$ cat src/rtl/atm_keypad_pkg.sv
// Shared definitions for the ATM keypad front end: key codes, key classes,
// FSM state encoding, the registered output bundle and the decimal-shift helper.
package atm_keypad_pkg;

  localparam logic [3:0] KEY_ENTER  = 4'hA;
  localparam logic [3:0] KEY_CLEAR  = 4'hB;
  localparam logic [3:0] KEY_CANCEL = 4'hC;

  typedef enum logic [2:0] {
    KIND_DIGIT,
    KIND_ENTER,
    KIND_CLEAR,
    KIND_CANCEL,
    KIND_INVALID
  } key_kind_e;

  typedef enum logic [1:0] {
    ST_IDLE,
    ST_PIN,
    ST_AMOUNT,
    ST_DONE
  } state_e;

  typedef struct packed {
    logic [3:0]  digito;
    logic        digito_stb;
    logic [31:0] monto;
    logic        monto_stb;
    logic        modo_monto;
    logic        entry_error;
  } out_t;

  function automatic key_kind_e classify_key(input logic [3:0] code);
    key_kind_e kind;
    case (code)
      KEY_ENTER:  kind = KIND_ENTER;
      KEY_CLEAR:  kind = KIND_CLEAR;
      KEY_CANCEL: kind = KIND_CANCEL;
      default:    kind = (code <= 4'h9) ? KIND_DIGIT : KIND_INVALID;
    endcase
    return kind;
  endfunction

  // acc*10 + d using shifts only; the digit-count limit keeps it inside 32 bits.
  function automatic logic [31:0] mul10_add(input logic [31:0] acc, input logic [3:0] d);
    return (acc << 3) + (acc << 1) + {28'd0, d};
  endfunction

endpackage

$ cat src/rtl/atm_keypad_frontend_if.sv
// Signal bundle between the keypad/controller side and the keypad front end.
interface atm_keypad_frontend_if;
  logic        tarjeta_recibida;
  logic        pin_incorrecto;
  logic        key_down;
  logic [3:0]  key_code;
  logic [3:0]  digito;
  logic        digito_stb;
  logic [31:0] monto;
  logic        monto_stb;
  logic        modo_monto;
  logic        entry_error;

  modport master (
    output tarjeta_recibida, pin_incorrecto, key_down, key_code,
    input  digito, digito_stb, monto, monto_stb, modo_monto, entry_error
  );

  modport slave (
    input  tarjeta_recibida, pin_incorrecto, key_down, key_code,
    output digito, digito_stb, monto, monto_stb, modo_monto, entry_error
  );
endinterface

$ cat src/rtl/atm_keypad_frontend_debouncer.sv
// Two-flop synchroniser and debounce counter for the raw key line; emits one
// key_event per accepted press together with the code captured at that moment.
module keypad_debouncer #(
  parameter int DEBOUNCE_CYC = 4
) (
  input  logic       clk,
  input  logic       rst,
  input  logic       key_down,
  input  logic [3:0] key_code,
  output logic       key_event,
  output logic [3:0] key_val
);

  localparam int CW = $clog2(DEBOUNCE_CYC + 1);

  logic          sync1;
  logic          sync2;
  logic          level;
  logic [CW-1:0] cnt;

  // NOTE: sequential state uses non-blocking assignments so every flop samples pre-edge values.
  always_ff @(posedge clk or posedge rst) begin
    if (rst) begin
      sync1     <= 1'b0;
      sync2     <= 1'b0;
      level     <= 1'b0;
      cnt       <= '0;
      key_event <= 1'b0;
      key_val   <= 4'h0;
    end else begin
      sync1     <= key_down;
      sync2     <= sync1;
      key_event <= 1'b0;
      // The accepted level flips only after DEBOUNCE_CYC consecutive differing samples.
      if (sync2 == level) begin
        cnt <= '0;
      end else if (cnt == CW'(DEBOUNCE_CYC - 1)) begin
        cnt   <= '0;
        level <= sync2;
        if (sync2) begin
          key_event <= 1'b1;
          key_val   <= key_code;
        end
      end else begin
        cnt <= cnt + 1'b1;
      end
    end
  end

endmodule

$ cat src/rtl/atm_keypad_frontend.sv
// Keypad front end: sequences PIN digits then a decimal amount per card,
// driving the controller's digit strobe and binary amount strobe.
module atm_keypad_frontend
  import atm_keypad_pkg::*;
#(
  parameter int PIN_DIGITS     = 4,
  parameter int MAX_AMT_DIGITS = 9,
  parameter int DEBOUNCE_CYC   = 4
) (
  input logic                  clk,
  input logic                  rst,
  atm_keypad_frontend_if.slave bus
);

  localparam int PC_W = $clog2(PIN_DIGITS + 1);
  localparam int AC_W = $clog2(MAX_AMT_DIGITS + 1);

  logic            key_event;
  logic [3:0]      key_val;
  key_kind_e       kind;

  state_e          state, state_n;
  logic [PC_W-1:0] pin_cnt, pin_cnt_n;
  logic [AC_W-1:0] amt_cnt, amt_cnt_n;
  logic [31:0]     acc, acc_n;
  out_t            out_q, out_n;

  keypad_debouncer #(
    .DEBOUNCE_CYC(DEBOUNCE_CYC)
  ) u_debouncer (
    .clk      (clk),
    .rst      (rst),
    .key_down (bus.key_down),
    .key_code (bus.key_code),
    .key_event(key_event),
    .key_val  (key_val)
  );

  assign kind = classify_key(key_val);

  always_ff @(posedge clk or posedge rst) begin
    if (rst) begin
      state   <= ST_IDLE;
      pin_cnt <= '0;
      amt_cnt <= '0;
      acc     <= '0;
      out_q   <= '0;
    end else begin
      state   <= state_n;
      pin_cnt <= pin_cnt_n;
      amt_cnt <= amt_cnt_n;
      acc     <= acc_n;
      out_q   <= out_n;
    end
  end

  // NOTE: every always_comb output gets a default first, so no path can infer a latch.
  always_comb begin
    state_n           = state;
    pin_cnt_n         = pin_cnt;
    amt_cnt_n         = amt_cnt;
    acc_n             = acc;
    out_n             = out_q;
    out_n.digito_stb  = 1'b0;
    out_n.monto_stb   = 1'b0;
    out_n.entry_error = 1'b0;

    // Card removal outranks everything, then a PIN rejection, then the key itself.
    if (!bus.tarjeta_recibida) begin
      state_n   = ST_IDLE;
      pin_cnt_n = '0;
      amt_cnt_n = '0;
      acc_n     = '0;
    end else if (state == ST_IDLE) begin
      state_n   = ST_PIN;
      pin_cnt_n = '0;
    end else if (bus.pin_incorrecto) begin
      state_n   = ST_PIN;
      pin_cnt_n = '0;
      amt_cnt_n = '0;
      acc_n     = '0;
    end else if (key_event) begin
      case (state)
        ST_PIN: begin
          case (kind)
            KIND_DIGIT: begin
              out_n.digito     = key_val;
              out_n.digito_stb = 1'b1;
              if (pin_cnt == PC_W'(PIN_DIGITS - 1)) begin
                state_n   = ST_AMOUNT;
                pin_cnt_n = '0;
                amt_cnt_n = '0;
                acc_n     = '0;
              end else begin
                pin_cnt_n = pin_cnt + 1'b1;
              end
            end
            KIND_CANCEL: pin_cnt_n = '0;
            default:     out_n.entry_error = 1'b1;
          endcase
        end
        ST_AMOUNT: begin
          case (kind)
            KIND_DIGIT: begin
              if (amt_cnt < AC_W'(MAX_AMT_DIGITS)) begin
                acc_n     = mul10_add(acc, key_val);
                amt_cnt_n = amt_cnt + 1'b1;
              end else begin
                out_n.entry_error = 1'b1;
              end
            end
            KIND_CLEAR: begin
              acc_n     = '0;
              amt_cnt_n = '0;
            end
            KIND_ENTER: begin
              if (amt_cnt != '0) begin
                out_n.monto     = acc;
                out_n.monto_stb = 1'b1;
                state_n         = ST_DONE;
              end else begin
                out_n.entry_error = 1'b1;
              end
            end
            KIND_CANCEL: begin
              state_n   = ST_PIN;
              pin_cnt_n = '0;
              amt_cnt_n = '0;
              acc_n     = '0;
            end
            default: out_n.entry_error = 1'b1;
          endcase
        end
        default: ;
      endcase
    end

    out_n.modo_monto = (state_n == ST_AMOUNT);
  end

  assign bus.digito      = out_q.digito;
  assign bus.digito_stb  = out_q.digito_stb;
  assign bus.monto       = out_q.monto;
  assign bus.monto_stb   = out_q.monto_stb;
  assign bus.modo_monto  = out_q.modo_monto;
  assign bus.entry_error = out_q.entry_error;

endmodule

$ cat src/flat_wrapper.sv
// flat-port wrapper written by rule: the top's interface ports become plain ports
module atm_keypad_frontend_flat import atm_keypad_pkg::*;
#(
  parameter int PIN_DIGITS     = 4,
  parameter int MAX_AMT_DIGITS = 9,
  parameter int DEBOUNCE_CYC   = 4
)
  (clk, rst, bus_tarjeta_recibida, bus_pin_incorrecto, bus_key_down, bus_key_code, bus_digito, bus_digito_stb, bus_monto, bus_monto_stb, bus_modo_monto, bus_entry_error);
  atm_keypad_frontend_if bus_i ();
  input logic clk;
  input logic rst;
  input wire logic [$bits(bus_i.tarjeta_recibida)-1:0] bus_tarjeta_recibida;
  input wire logic [$bits(bus_i.pin_incorrecto)-1:0] bus_pin_incorrecto;
  input wire logic [$bits(bus_i.key_down)-1:0] bus_key_down;
  input wire logic [$bits(bus_i.key_code)-1:0] bus_key_code;
  output wire logic [$bits(bus_i.digito)-1:0] bus_digito;
  output wire logic [$bits(bus_i.digito_stb)-1:0] bus_digito_stb;
  output wire logic [$bits(bus_i.monto)-1:0] bus_monto;
  output wire logic [$bits(bus_i.monto_stb)-1:0] bus_monto_stb;
  output wire logic [$bits(bus_i.modo_monto)-1:0] bus_modo_monto;
  output wire logic [$bits(bus_i.entry_error)-1:0] bus_entry_error;
  assign bus_i.tarjeta_recibida = bus_tarjeta_recibida;
  assign bus_i.pin_incorrecto = bus_pin_incorrecto;
  assign bus_i.key_down = bus_key_down;
  assign bus_i.key_code = bus_key_code;
  assign bus_digito = bus_i.digito;
  assign bus_digito_stb = bus_i.digito_stb;
  assign bus_monto = bus_i.monto;
  assign bus_monto_stb = bus_i.monto_stb;
  assign bus_modo_monto = bus_i.modo_monto;
  assign bus_entry_error = bus_i.entry_error;
  atm_keypad_frontend #(.PIN_DIGITS(PIN_DIGITS), .MAX_AMT_DIGITS(MAX_AMT_DIGITS), .DEBOUNCE_CYC(DEBOUNCE_CYC)) u_core (.clk(clk), .rst(rst), .bus(bus_i));
endmodule
$ cat config.mk
export PLATFORM = sky130hd
export DESIGN_NAME = atm_keypad_frontend_flat
export DESIGN_NICKNAME = d
export VERILOG_FILES = /design/src/rtl/atm_keypad_pkg.sv /design/src/rtl/atm_keypad_frontend_if.sv /design/src/rtl/atm_keypad_frontend_debouncer.sv /design/src/rtl/atm_keypad_frontend.sv /design/src/flat_wrapper.sv
export SDC_FILE = /design/constraint.sdc
export NUM_CORES = 1
export LEC_CHECK = 0
export ABC_AREA = 1
export BUFFER_PORTS_ARGS = -buffer_cell sky130_fd_sc_hd__buf_4
export CAP_MARGIN = 20
export CORE_MARGIN = 2
export CORE_UTILIZATION = 60
export DETAILED_ROUTE_END_ITERATION = 6
export PLACE_DENSITY = 0.86
export SLEW_MARGIN = 25
export SYNTH_ARGS = -nofsm -noshare
export SYNTH_HDL_FRONTEND = slang
export SYNTH_HIERARCHICAL = 1
export SYNTH_SLANG_ARGS = --single-unit
$ cat constraint.sdc
create_clock -name clk -period 5.09 [get_ports clk]
set_input_delay 1.018 -clock clk [delete_from_list [all_inputs] [get_ports clk]]
set_output_delay 1.018 -clock clk [all_outputs]
set_load 0.02 [all_outputs]
==> run summary, run 1 <==
In this run the critical register-to-register path is captured at u_core/acc[30]. The worst hold path begins at u_core/u_debouncer/sync1. The critical path capture point type is a flop.

The post-route total power is 1.45 mW. The total length of routed wires came out at 14.6 mm. The ratio of total power to cell area is 206 nW/um2.

The count of instances resized after the clock tree is built is 0. The number of buffers created by CTS is 9. The number of max-slew violations in the final report was 0.

The headroom to the max-slew limit is 57.5%. The count of cell types in the netlist came out at 39. The detailed-route via count is 5688. The net count after synthesis is 978. Max-cap violations in this run came to 0. In this run the standard cell core region covers 10300 um2. The first routing iteration left 374 violations.

The TritonCTS clock tree is done. The die covers 11500 um2. For hold timing, the worst endpoint is u_core/u_debouncer/sync2.

Summed over all layers, the global routing overflow is 0. Clock tree synthesis selected as its root buffer the cell sky130_fd_sc_hd__clkbuf_8. For the final routed database, the setup TNS stands at 0 ns. The total routing usage reported by global routing is 27.4%. The cell depth of the worst flop-to-flop path came out at 12. Across the routed clock network, the largest skew measured is 0.00877 ns.

CTS built an H-tree with a depth of 3. The number of top-level pins came out at 49. The remaining antenna violation count after routing is 0. The maximum fanout encountered on the critical timing path is 6. Static timing analysis puts the maximum clock frequency at 364 MHz. The first detailed-routing pass ran for 5 iterations. The layout cell share with drive strength beyond 1 came out at 8.29%. The global-route wire length before repair came out at 25.0 mm. The number of buffers between clock root and the deepest sink is 2. The number of synthesis warnings is 6. The via-per-instance ratio is 5.22.

In this run the core area contains 37 standard-cell rows. The analysis attributes to cell leakage a power of 4.35 nW. The final number of hold-violating endpoints is 0.

The initial core utilization came out at 62.0%. The number of antenna violations at the first check in global routing is 0. The via count of the first global-routing pass was 5459. After detailed routing, the average wire length per cell comes to 13.4 um. The critical path arrival is 3.02 ns. The placed wire-length estimate is 11.1 mm. The vertical die dimension is 107 um. The number of endpoints failing setup at the final stage is 0. The number of fill cells is 933. A synthesized cell averages 7.11 um2. The worst register-to-register path has a setup slack of 2.34 ns.

The worst register-to-register path begins at u_core/u_debouncer/key_val[3]. The final layout contains 1026 nets. The netlist area before placement came out at 6400 um2. The final cycle utilization of the critical path is 54.0%. Setup repair after global routing left no endpoint under its margin. The number of buffers added for setup after CTS came out at 0. The peak supply drop is 0.210 mV. The flip-flop cell with the highest count after synthesis is sky130_fd_sc_hd__dfrtp_1. The worst-skew pair later-pin latency came out at 0.37 ns. The actual transition at the worst max-transition pin is 0.637 ns.

The routed design could run at a clock period as short as 2.75 ns. The critical path class is flop to flop. The synthesized flop and latch total is 92. The repair_antennas step left the layout with diodes totalling 0. The part of the Yosys area used for sequential elements is 36.0%. The clock sink total is 92. Of all flip-flops after synthesis, the portion carrying an async set or reset was 100%.

Relative to the synthesized area, the layout overhead comes to 10.1%. The detailed-route DRC error count came out at 0. Synthesis handed over a netlist of 900 instances. The maximum number of pins on one net before global-route repair is 47.

The final RePlAce weighted congestion came out at 0.965. The worst hold path was traced through 0 stages. The number of synthesized flops with an enable pin is 0. The total of hold buffers inserted after clock tree synthesis came out at 0.

The flow ran to the end, and the final reports show no timing, DRC or antenna violations. The worst path required time came out at 5.36 ns. The die is 107 um wide. The number of buffer cells added on primary ports came out at 48. Clock-pin slew was measured on the worst setup and hold paths at 0.10 ns. The worst setup path is launched from a flop. In this run the worst hold path is classified as flop to flop.
worst max-delay path by stage:
stage	slack [ns]	cells after the start	endpoint	startpoint
global route	2.16	13	u_core/acc[22]	u_core/u_debouncer/key_val[3]
CTS	2.38	12	u_core/acc[30]	u_core/u_debouncer/key_val[3]
finish	2.34	12	u_core/acc[30]	u_core/u_debouncer/key_val[3]
floorplan	1.99	1	u_core/acc[0]	rst
global placement	2.33	9	u_core/bus.monto[1]	bus_pin_incorrecto
detailed placement	2.22	9	u_core/bus.monto[31]	bus_pin_incorrecto
routing by layer:
layer,GRT usage (%),vias up,wire [um],share of wire [%]
met3,3.81,15,698,4.8
li1,-,2904,-,-
met4,8.07,0,193,1.3
met2,44.6,136,6780,47
met5,0,-,0,0
met1,38.1,2633,6880,47
per-stage QoR:
step                worst slack, ns  hold WS, ns  cell area (um2)  instances  util [%]
global route                   2.16        0.367             7040       1089      68.2
detailed placement             2.22        0.342             6850       1073      66.4
CTS                            2.38        0.363             7040       1089      68.2
floorplan                      1.99        0.331             6400        900         -
global placement               2.33        0.337             6850       1073      66.4
finish                         2.34        0.361             7040       1089      68.2
sequential cells by signal, indices dropped and copies added (netlist names):
signal	count
u_core/u_debouncer/sync1	1
u_core/bus.monto_stb	1
u_core/u_debouncer/key_val	4
u_core/bus.digito_stb	1
u_core/state	2
u_core/u_debouncer/level	1
u_core/bus.digito	4
u_core/acc	32
u_core/pin_cnt	3
u_core/u_debouncer/cnt	3
u_core/u_debouncer/sync2	1
u_core/bus.entry_error	1
u_core/amt_cnt	4
u_core/bus.modo_monto	1
u_core/bus.monto	32
u_core/u_debouncer/key_event	1
cell usage in the layout, fill, tap and decap left out, drive strengths merged, types with 2 or more instances in the layout:
cell type,instances
inv,140
buf,50
o21ai,40
o21a,3
and2,2
nor3,3
clkinv,3
xor2,13
clkbuf,10
nand3,52
xnor2,3
dfrtp,92
nor2,52
a21o,2
nand3b,7
a21oi,20
ha,67
fa,2
nand4,13
nand2,371
cells in the mapped netlist (7+ instances only):
cell type                  number  area (um2)
sky130_fd_sc_hd__a21oi_1       20         100
sky130_fd_sc_hd__dfrtp_1       92        2300
sky130_fd_sc_hd__ha_1          67         838
sky130_fd_sc_hd__inv_1        135         507
sky130_fd_sc_hd__nand2_1      370        1390
sky130_fd_sc_hd__nand3_1       50         250
sky130_fd_sc_hd__nand3b_1       7        52.6
sky130_fd_sc_hd__nand4_1       12        75.1
sky130_fd_sc_hd__nor2_1        49         184
sky130_fd_sc_hd__o21ai_0       28         140
sky130_fd_sc_hd__o21ai_1       11        55.1
sky130_fd_sc_hd__xor2_1        13         114
kinds of logic after synthesis:
group	share of synthesized area [%]
AOI/OAI and AO/OA	6.12
xor gates and xnor gates	2.19
adders and majority gates	13.7
buffers and inverters	9.60
DFF	36.0
and+or+nand+nor	32.4
worst max-delay path, stage by stage (launching register included):
cell and delay (ns):
sky130_fd_sc_hd__dfrtp_1 0.46, sky130_fd_sc_hd__inv_1 0.10, sky130_fd_sc_hd__fa_1 0.53, sky130_fd_sc_hd__inv_1 0.07, sky130_fd_sc_hd__fa_1 0.49, sky130_fd_sc_hd__nand3_1 0.11
sky130_fd_sc_hd__nand3_1 0.14, sky130_fd_sc_hd__nand3_1 0.11, sky130_fd_sc_hd__nand3_1 0.22, sky130_fd_sc_hd__nand2_1 0.18, sky130_fd_sc_hd__nand3_1 0.09, sky130_fd_sc_hd__nand3_1 0.09
sky130_fd_sc_hd__nand2_1 0.05
final cells by class:
cell class | instances | area, um2 | area share (%)
Clock buffer | 10 | 138 | 1.95
Sequential cell | 92 | 2300 | 32.7
Tap cell | 136 | 170 | 2.42
Clock inverter | 6 | 56.3 | 0.799
Timing Repair Buffer | 50 | 375 | 5.33
Inverter | 138 | 519 | 7.37
Multi-Input combinational cell | 657 | 3480 | 49.4
report_power, final:
part / leakage (nW) / switching (mW) / internal [mW]
logic: 2.98 / 0.113 / 0.0553
registers: 1.27 / 0.0405 / 0.760
clock network: 0.0969 / 0.284 / 0.201
(Power assumes the default switching activity.)
==> run 2, diff against run 1 <==
Settings changed: ABC_AREA 1 to 0, CORE_UTILIZATION 60 to 55, PLACE_DENSITY 0.86 to 0.83.
Clock period 5.09 ns to 2.5 ns, I/O delays scaled along.
==> run 2 against run 1 <==
  * Critical path type unchanged
  * Clock skew is 0.0062 ns higher
  * Hold slack got worse by 0.23 ns
  * Register-to-register slack lost 2.7 ns
  * The run now ends with negative setup slack left
  * Largest power group unchanged
  * Via count shrank 4.2%
  * Sequential share of layout area decreased by 2.6 points
==> run summary, run 2 <==
The flow ran to the end, but the final reports show violations. The checks that failed: negative setup slack. The core area is 10400 um2 (+0.45%). The number of antenna violations at the first check in global routing came to 0 (unchanged). The worst path required time is 2.78 ns (-2.58 ns). The area taken by flip-flops and latches came to 2300 um2 (about the same).

The category of the worst setup path launch point is a flop. The number of buffer cells added on primary ports was 48 (unchanged). The post-route clock skew came out at 0.0149 ns (+0.00617 ns). The headroom to the max-slew limit came out at 62.4% (+4.9 points). The post-route total power is 3.33 mW (+130%).

The maximum level of the CTS H-tree came out at 3 (unchanged). The total grt overflow came out at 0 (unchanged). The floorplan die area came out at 11600 um2 (+0.56%). The clock-pin slew of the registers on the worst-case setup and hold paths came to 0.10 ns (about the same). The die extent in x is 108 um (+0.28%).

By instance count, the leading cell after synthesis is sky130_fd_sc_hd__nand2_1. The placed wire-length estimate is 10.7 mm (-3.2%). The largest total area in the synthesized netlist belongs to sky130_fd_sc_hd__dfrtp_1. The standard-cell row count is 37 (unchanged). The layout cell share with drive strength beyond 1 came out at 30.2% (+22 points). The part of the Yosys area used for sequential elements is 39.0% (+3.0 points).

The vertical die dimension is 108 um (+0.28%). The top cell types in the final layout, fill and taps aside, are sky130_fd_sc_hd__buf_4, sky130_fd_sc_hd__nand2_1, sky130_fd_sc_hd__dfrtp_1, sky130_fd_sc_hd__ha_1, sky130_fd_sc_hd__o21ai_0. The average wire per standard cell came out at 16.9 um (+27%). The number of buffers created by CTS came out at 9 (unchanged).

The maximum fanout encountered on the critical timing path is 2 (-4). The critical path is of the flop to flop type. Sorting the synthesized cells by how often they occur yields sky130_fd_sc_hd__nand2_1, sky130_fd_sc_hd__dfrtp_1, sky130_fd_sc_hd__ha_1.

The final core area utilization came out at 74.0% (+5.7 points). The initial core utilization came out at 56.9% (-5.1 points). The total length of routed wires is 15.7 mm (+8.0%).

The peak supply drop is 0.433 mV (+110%). The area share of the leading cell type in the synthesized netlist was 39.0% (+3.0 points). The ratio of total power to cell area was 435 nW/um2 (+110%). The number of buffers between clock root and the deepest sink is 2 (unchanged). Leaving out fill and tap cells, the most frequent cell in the layout is sky130_fd_sc_hd__buf_4.

Sorting the synthesized cells by area gives the leading types as sky130_fd_sc_hd__dfrtp_1, sky130_fd_sc_hd__ha_1, sky130_fd_sc_hd__nand2_1. The final worst slack was -0.375 ns (-2.72 ns). The critical path capture point type is a flop.

The via-per-instance ratio was 5.88 (+12%). The total routing usage reported by global routing is 28.1% (+0.71 points). The worst-skew pair later-pin latency came out at 0.38 ns (about the same). The standby leakage power is 3.98 nW (-8.4%). Among all stages on the critical path, the largest delay is contributed by sky130_fd_sc_hd__fa_1.

The total iterations of the first detailed-routing run came out at 5 (unchanged). The antenna diode instance count came out at 0 (unchanged). In this design, the critical path's most frequently occurring cell is sky130_fd_sc_hd__inv_2. The register-to-register setup slack was -0.37 ns (-2.72 ns). The final number of hold-violating endpoints came out at 0 (unchanged). The net count after synthesis came out at 723 (-26%).

The number of violations of the max-capacitance limit was 0 (unchanged). The class of the most critical hold timing path is primary input to async pin. The actual transition at the worst max-transition pin came to 0.558 ns (-0.0791 ns). The cell depth of the worst flop-to-flop path is 11 (-1). The number of fill cells was 751 (-20%).

The detailed-route DRC error count came out at 0 (unchanged). The final setup TNS came out at -5.54 ns (-5.54 ns). The violation count after the first detailed-route iteration is 299 (-20%). The gate count of the mapped netlist was 645 (-28%). The maximum number of pins on one net before global-route repair came out at 82 (+74%). The buffer cell driving the clock tree root is sky130_fd_sc_hd__clkbuf_8.

The clock sink total was 92 (unchanged). Setup repair after global routing could not meet its margin everywhere. The detailed-route via count is 5447 (-4.2%).

The number of nets in the finished design is 864 (-16%). For this run, the leading register cell type out of synthesis is sky130_fd_sc_hd__dfrtp_1. The global-route wire length before repair is 26.1 mm (+4.5%). The final RePlAce weighted congestion came to 0.956 (-0.89%).

The post-route cell area is 7670 um2 (+8.9%). The number of top-level pins is 49 (unchanged). The critical path goes through inv_2 -> fa_1 -> inv_2 -> fa_2 -> a211oi_4 -> o21ai_2 -> a21o_2 -> a41oi_2 -> a221oi_2 -> or3_1 -> a32o_1.

Compared with the post-synthesis result, the final layout area differs by 30.0%. The via count of the first global-routing pass came out at 5489 (+0.55%). The netlist area before placement is 5900 um2 (-7.8%). The critical path arrival is 3.15 ns (+0.13 ns). The multi-input combinational cell area is 3640 um2 (+4.5%). The remaining antenna violation count after routing is 0 (unchanged).

The final cycle utilization of the critical path is 115% (+61 points). The placed standard-cell area came to 7070 um2 (+3.2%). The count of cell types in the netlist is 72 (+85%). The number of endpoints failing setup at the final stage came to 24 (+24). In this run the critical register-to-register path is captured at u_core/acc[28]. The synthesized flop and latch total is 92 (unchanged).

The number of max-slew violations in the final report is 0 (unchanged). The async set-reset flop share out of synthesis is 100% (unchanged). The worst stage delay on the critical path is 0.55 ns (+0.02 ns). The number of synthesized flops with an enable pin is 0 (unchanged). The post-layout minimum cycle time came out at 2.87 ns (+0.128 ns). The post-synthesis average cell area is 9.15 um2 (+29%). The number of synthesis warnings came to 6 (unchanged). In this run the critical register-to-register path is launched from u_core/acc[2].

TritonCTS built the clock tree. The highest achievable clock rate is 348 MHz (-4.5%).
run 2: power by group:
part	internal [mW]	switching (mW)	total [mW]	leakage [nW]
sequential	1.55	0.0486	1.60	1.26
clock	0.660	0.559	1.22	0.115
combinational	0.234	0.279	0.513	2.60
total	2.45	0.887	3.33	3.98
run 2: worst max path at each step:
stage / startpoint / end / cells past startpoint
final: u_core/acc[2] / u_core/acc[28] / 11
after global routing: u_core/acc[2] / u_core/acc[28] / 11
after CTS: u_core/acc[2] / u_core/acc[28] / 11
after detailed placement: u_core/acc[2] / u_core/acc[31] / 11
after global placement: u_core/acc[2] / u_core/acc[28] / 11
after floorplan: u_core/u_debouncer/key_val[3] / u_core/acc[28] / 11
run 2: per-layer routing:
layer  up-vias  share of wire [%]  global-route usage (%)
met1      2647                 42                    35.6
met5         -                  0                       0
li1       2571                  -                       -
met2       184                 50                    47.4
met4         0                2.9                    11.2
met3        45                4.5                    5.15
run 2: cells by family after synthesis:
| family | count (synthesis) | share of synthesized area, % |
|---|---|---|
| xor gates and xnor gates | 21 | 3.12 |
| muxes | 10 | 2.12 |
| and+or+nand+nor | 238 | 18.6 |
| DFF | 92 | 39.0 |
| AOI/OAI and AO/OA | 163 | 18.2 |
| buffers and inverters | 52 | 4.03 |
| adders and majority gates | 69 | 14.9 |
run 2: layout make-up:
type	count	share of cell area [%]
timing repair buffer	157	15.9
clock inverter	7	1.50
inverter	25	1.27
sequential	92	30.0
multi-input combinational	501	47.5
clock buffer	9	1.62
tap	136	2.22
run 2: what timing repair did:
action / in CTS / in global routing
buffers inserted: 7 / 8
setup endpoints to repair: 23 / 25
hold buffers: 0 / 0
gates resized for setup: 39 / 24
pin swaps: 32 / 22
run 2: worst max-delay path, delay by kind of cell, from the launching register on:
family,cells,cell delay (ns)
buffers and inverters,2,0.11
AO/OA/AOI/OAI,6,1.07
adder cells (fa/ha/maj),2,0.91
flip-flops,1,0.39
AND/OR/NAND/NOR,1,0.31
run 2: through the flow:
stage	setup WS (ns)	std cells	hold slack [ns]
after floorplan	-0.303	645	0.331
after global placement	-0.317	898	0.339
after detailed placement	-0.423	898	0.344
after CTS	-0.363	920	0.137
after global routing	-0.469	927	0.150
final	-0.375	927	0.128
